File: src/rtl/mem_arbiter.sv
// mem_arbiter: serialises I-cache and D-cache line transactions onto one memory port,
// breaking simultaneous requests round-robin and stalling the loser by withholding its ready.
module mem_arbiter #(
    parameter int ADDR_W = 28,
    parameter int DATA_W = 128
) (
    input  logic              clk,
    input  logic              rst_n,
    input  logic              ic_read,
    input  logic              ic_write,
    input  logic [ADDR_W-1:0] ic_addr,
    input  logic [DATA_W-1:0] ic_wdata,
    output logic [DATA_W-1:0] ic_rdata,
    output logic              ic_ready,
    input  logic              dc_read,
    input  logic              dc_write,
    input  logic [ADDR_W-1:0] dc_addr,
    input  logic [DATA_W-1:0] dc_wdata,
    output logic [DATA_W-1:0] dc_rdata,
    output logic              dc_ready,
    output logic              mem_read,
    output logic              mem_write,
    output logic [ADDR_W-1:0] mem_addr,
    output logic [DATA_W-1:0] mem_wdata,
    input  logic [DATA_W-1:0] mem_rdata,
    input  logic              mem_ready,
    output logic [1:0]        arb_grant
);
    typedef enum logic [1:0] {IDLE, SERVE_IC, SERVE_DC} state_t;
    state_t            state_q, state_d;
    logic              last_dc_q, last_dc_d;
    logic              mem_read_q, mem_read_d;
    logic              mem_write_q, mem_write_d;
    logic [ADDR_W-1:0] mem_addr_q, mem_addr_d;
    logic [DATA_W-1:0] mem_wdata_q, mem_wdata_d;
    logic [1:0]        grant_q, grant_d;
    logic              ic_req, dc_req, pick_dc;
    assign ic_req  = ic_read | ic_write;
    assign dc_req  = dc_read | dc_write;
    // On a tie the side that did not win last time goes next.
    assign pick_dc = dc_req & (~ic_req | ~last_dc_q);
    always_comb begin
        state_d     = state_q;
        last_dc_d   = last_dc_q;
        mem_read_d  = mem_read_q;
        mem_write_d = mem_write_q;
        mem_addr_d  = mem_addr_q;
        mem_wdata_d = mem_wdata_q;
        grant_d     = grant_q;
        if (state_q == IDLE && (ic_req || dc_req)) begin
            state_d     = pick_dc ? SERVE_DC : SERVE_IC;
            last_dc_d   = pick_dc;
            mem_write_d = pick_dc ? dc_write : ic_write;
            mem_read_d  = pick_dc ? (dc_read & ~dc_write) : (ic_read & ~ic_write);
            mem_addr_d  = pick_dc ? dc_addr : ic_addr;
            mem_wdata_d = pick_dc ? dc_wdata : ic_wdata;
            grant_d     = pick_dc ? 2'b10 : 2'b01;
        end else if (state_q != IDLE && mem_ready) begin
            state_d     = IDLE;
            mem_read_d  = 1'b0;
            mem_write_d = 1'b0;
            grant_d     = 2'b00;
        end
    end
    always_ff @(posedge clk) begin
        if (!rst_n) begin
            state_q     <= IDLE;
            last_dc_q   <= 1'b0;
            mem_read_q  <= 1'b0;
            mem_write_q <= 1'b0;
            mem_addr_q  <= '0;
            mem_wdata_q <= '0;
            grant_q     <= 2'b00;
        end else begin
            state_q     <= state_d;
            last_dc_q   <= last_dc_d;
            mem_read_q  <= mem_read_d;
            mem_write_q <= mem_write_d;
            mem_addr_q  <= mem_addr_d;
            mem_wdata_q <= mem_wdata_d;
            grant_q     <= grant_d;
        end
    end
    assign ic_ready  = (state_q == SERVE_IC) & mem_ready;
    assign dc_ready  = (state_q == SERVE_DC) & mem_ready;
    assign ic_rdata  = mem_rdata;
    assign dc_rdata  = mem_rdata;
    assign mem_read  = mem_read_q;
    assign mem_write = mem_write_q;
    assign mem_addr  = mem_addr_q;
    assign mem_wdata = mem_wdata_q;
    assign arb_grant = grant_q;
endmodule

File: config.mk
export PLATFORM = sky130hd
export DESIGN_NAME = mem_arbiter
export DESIGN_NICKNAME = d
export VERILOG_FILES = /design/src/rtl/mem_arbiter.sv
export SDC_FILE = /design/constraint.sdc
export NUM_CORES = 1
export LEC_CHECK = 0
export BUFFER_PORTS_ARGS = -buffer_cell sky130_fd_sc_hd__buf_2
export CORE_AREA = 4 4 333 335
export CTS_BUF_LIST = sky130_fd_sc_hd__clkbuf_2 sky130_fd_sc_hd__clkbuf_4 sky130_fd_sc_hd__clkbuf_8
export DETAILED_ROUTE_END_ITERATION = 12
export DIE_AREA = 0 0 337 339
export PLACE_DENSITY = 0.38
export SYNTH_ARGS = -nofsm -noshare
export SYNTH_HDL_FRONTEND = slang
export SYNTH_SLANG_ARGS = --single-unit
File: constraint.sdc
create_clock -name clk -period 2.8 [get_ports clk]
set_clock_uncertainty 0.2 [all_clocks]
set_input_delay 0.84 -clock clk [delete_from_list [all_inputs] [get_ports clk]]
set_output_delay 0.84 -clock clk [all_outputs]
set_load 0.1 [all_outputs]
# After elaboration in Yosys (flattened, before gate mapping)
# Index checks and enable logic that the tools add are counted.
# W data, S select, Z words.
totals:
  out_inout_bits: 418
  in_bits: 447
  reg_bits: 161
  word_cells: 36
op_classes:
  muxes: 10
  bitwise_logic: 12
  reduce_logical: 6
  n_eq_ne: 2
ops:
  columns: ["op", "count"]
  rows:
  - ["$mux W128", 1]
  - ["$mux W28", 1]
  - ["$mux W2", 3]
  - ["$and A1 B1 Y1", 5]
  - ["$mux W1", 5]
  - ["$not A1 Y1", 4]
  - ["$reduce_bool A2 Y1", 2]
  - ["$or A1 B1 Y1", 3]
  - ["$eq A2 B1 Y1 const B", 1]
  - ["$eq A2 B2 Y1 const B", 1]
  - ["$logic_and A1 B1 Y1", 2]
  - ["$logic_not A2 Y1", 1]
  - ["$logic_or A1 B1 Y1", 1]

# Logic depth before layout (Yosys ltp)
logic_depth:
  depth_word: 6
  depth_mapped: 7
  ltp_nobuf: 4

# Worst setup path before layout
# Ideal clock, no wire load.
synth_timing:
  path_kind: "register -> output"
  from: "reg arb_grant[0] (netlist name)"
  to: "out ic_ready"
  required_ps: 1760
  path_buffers: 0
  slack_ps: -620
  path_stages_with_launch: 3
  arrival_ps: 2380
  path_cell_list: "dfxtp_1 > nand2_1 > nor2_1"
synth_lines:
  columns: ["element", "line", "source"]
  rows:
  - ["to (decl)", "14", "output logic ic_ready,"]

==> metrics <==
Crit Path Category reg2out; Final Instance Area 11500 um^2; Nets 1812; unrepaired setup endpoints after global routing false; vias in the first global route 8453; DIE WIDTH 337 um; MaxCap Viol Count 0; VDD IR max 0.000301 V; commonest cells after routing, fill and taps aside buf_2, nand2_1, dfxtp_1; Longest Clk Path Bufs 2; via count 8492; drt pass-1 iters 4; Max stage delay on crit path 0.54 ns; Die Footprint 114000 um^2; Post-DP HPWL 34.4 mm; setup TNS 0 ns; Synth Area per Inst 7.51 um^2; CP Cell Sequence buf_4, nor2_4, buf_12; Yosys warning count 0; Top delay family on crit path flip-flops; CTS tree yes; Mapped Area 8700 um^2; most common cell after layout, fill and taps aside buf_2; site row count 121; core area 108000 um^2; wire per inst 15.4 um; Arr. time, crit path 1.57 ns; All-Layer GR Usage 7.19%; Reg clk slew, reported paths 0.13 ns; grt ovf 0; Synth Register Bits 161; Root Driver clkbuf_8; Total Wirelength 43.1 mm; drc violations 0; Gate Count Post-Synth 1158; Die Y-Extent 339 um; Synthesized Nets 1605; worst-margin pin slew 0.712 ns; CP Launch Type flip-flop; status completed; register-to-register setup slack 0.85 ns; Vias/cell 3.04; share of cells above drive strength 1 41.5%; count of cell types in the netlist 25; Hold Fails Final Rpt 0; initial antenna violation count 0; Sink Count 161; Pwr Density 878 nW/um^2; Slew Limit Fails 0; DP Area 11100 um^2; Seq/Total Area, Yosys 37.0%; Worst Path Buf+Inv 2; Starting Density 8.05%; Slowest cell on crit path dfxtp_2; routability cong. 0.729; largest net degree at the start of global routing 109; post-route ant nets 0; period utilization 93.3%; required time of the worst setup path 1.76 ns; DRT iter0 DRCs 344; H-tree Lvls 4; CP Max Fanout 4; Skew-Pair Late Insertion Delay 0.55 ns; P_leak 5.02 nW; top achievable clock speed 383 MHz; Setup violations, final 0; I/O Pins 865; worst hold path class in2reg; first-pass GRT wire length 58.8 mm; slew margin rel. 52.9%; area grow syn2layout 32.1%; Num CTS Buffers 17; Final min period 2.61 ns; Worst Setup End Kind output port; port buffer count 480
-- final cells by class --
cell class              instances  area (um^2)
clock inverters                14          124
repair buffers                532         2990
fillers                     12800        96600
clock buffers                  18          241
multi-input cells             652         3140
well taps                    1414         1770
inverters                       1         3.75
diodes                          2         5.00
flip-flops and latches        161         3230
-- registers in the layout, indices dropped and copies added (netlist names) --
name and count:
mem_wdata 128, mem_addr 28, arb_grant 2, last_dc_q 1
mem_read 1, mem_write 1
-- cell families (layout without fill, tap and decap cells) --
family / after synthesis / after routing / synth area share [%]
buf+inv: 345 / 565 / 27.3
flops: 161 / 161 / 37.0
mux: 1 / 1 / 0.115
simple gates: 329 / 329 / 14.7
compound gates: 322 / 322 / 20.9
other cells: 0 / 2 / 0
-- synth_stat cells --
library cell / instances / area, um^2
nor3_2: 1 / 10.0
nand2_1: 314 / 1180
and3b_1: 1 / 8.76
nor4_1: 1 / 6.26
o22ai_1: 1 / 6.26
a31oi_1: 156 / 976
nor2b_1: 6 / 37.5
o21bai_1: 1 / 7.51
a31o_2: 1 / 8.76
buf_6: 1 / 11.3
nand2b_1: 1 / 6.26
nand3_1: 1 / 5.00
buf_2: 49 / 245
nor2_1: 2 / 7.51
and2_1: 1 / 6.26
o21ai_1: 12 / 60.1
mux2i_1: 1 / 10.0
dfxtp_1: 161 / 3220
inv_1: 1 / 3.75
o21ai_0: 147 / 736
and4b_1: 1 / 10.0
clkbuf_1: 25 / 93.8
buf_4: 269 / 2020
a41o_1: 1 / 10.0
a21oi_1: 3 / 15.0
-- stage by stage --
| stage | cells | utilization, % | worst slack (ns) | total power [mW] | hold WS, ns |
|---|---|---|---|---|---|
| after global placement | 2760 | 10.3 | 0.0833 | 8.42 | 0.290 |
| after detailed placement | 2760 | 10.3 | 0.148 | 8.39 | 0.298 |
| final | 2794 | 10.6 | 0.187 | 10.1 | 0.304 |
| after global routing | 2792 | 10.6 | 0.0610 | 10.7 | 0.198 |
| after CTS | 2792 | 10.6 | 0.0366 | 10.4 | 0.152 |
| after floorplan | 1158 | - | 0.0317 | 8.71 | 0.323 |
-- routing by layer --
metal	GRT usage, %	wire [um]
met5	0.979	53
met4	3.85	2000
met3	4.20	5860
met2	10.5	17700
met1	8.10	17400
-- power breakdown --
part / switching (mW) / total [mW] / internal, mW
registers: 0.237 / 2.95 / 2.71
logic: 4.34 / 5.33 / 0.981
clock network: 1.16 / 1.81 / 0.650
total: 5.74 / 10.1 / 4.35
-- worst paths after layout --
check | end | cells after the start | start
max reg2reg | mem_addr[8] | 5 | arb_grant[1]
min | mem_wdata[85] | 3 | ic_wdata[85]
max | ic_ready | 3 | arb_grant[1]
min reg2reg | mem_write | 2 | mem_write
-- worst min-delay path, stage by stage --
cell and delay (ns):
buf_2 0.09, nand2_1 0.04, a31oi_1 0.07
-- timing repair --
item / 4_1_cts / 5_1_grt
setup endpoints to repair: 4 / 0
gates resized for setup: 3 / 0
setup buffers: 0 / 0
hold buffers: 0 / 0
No activity file was read; power rests on OpenSTA's default activity.
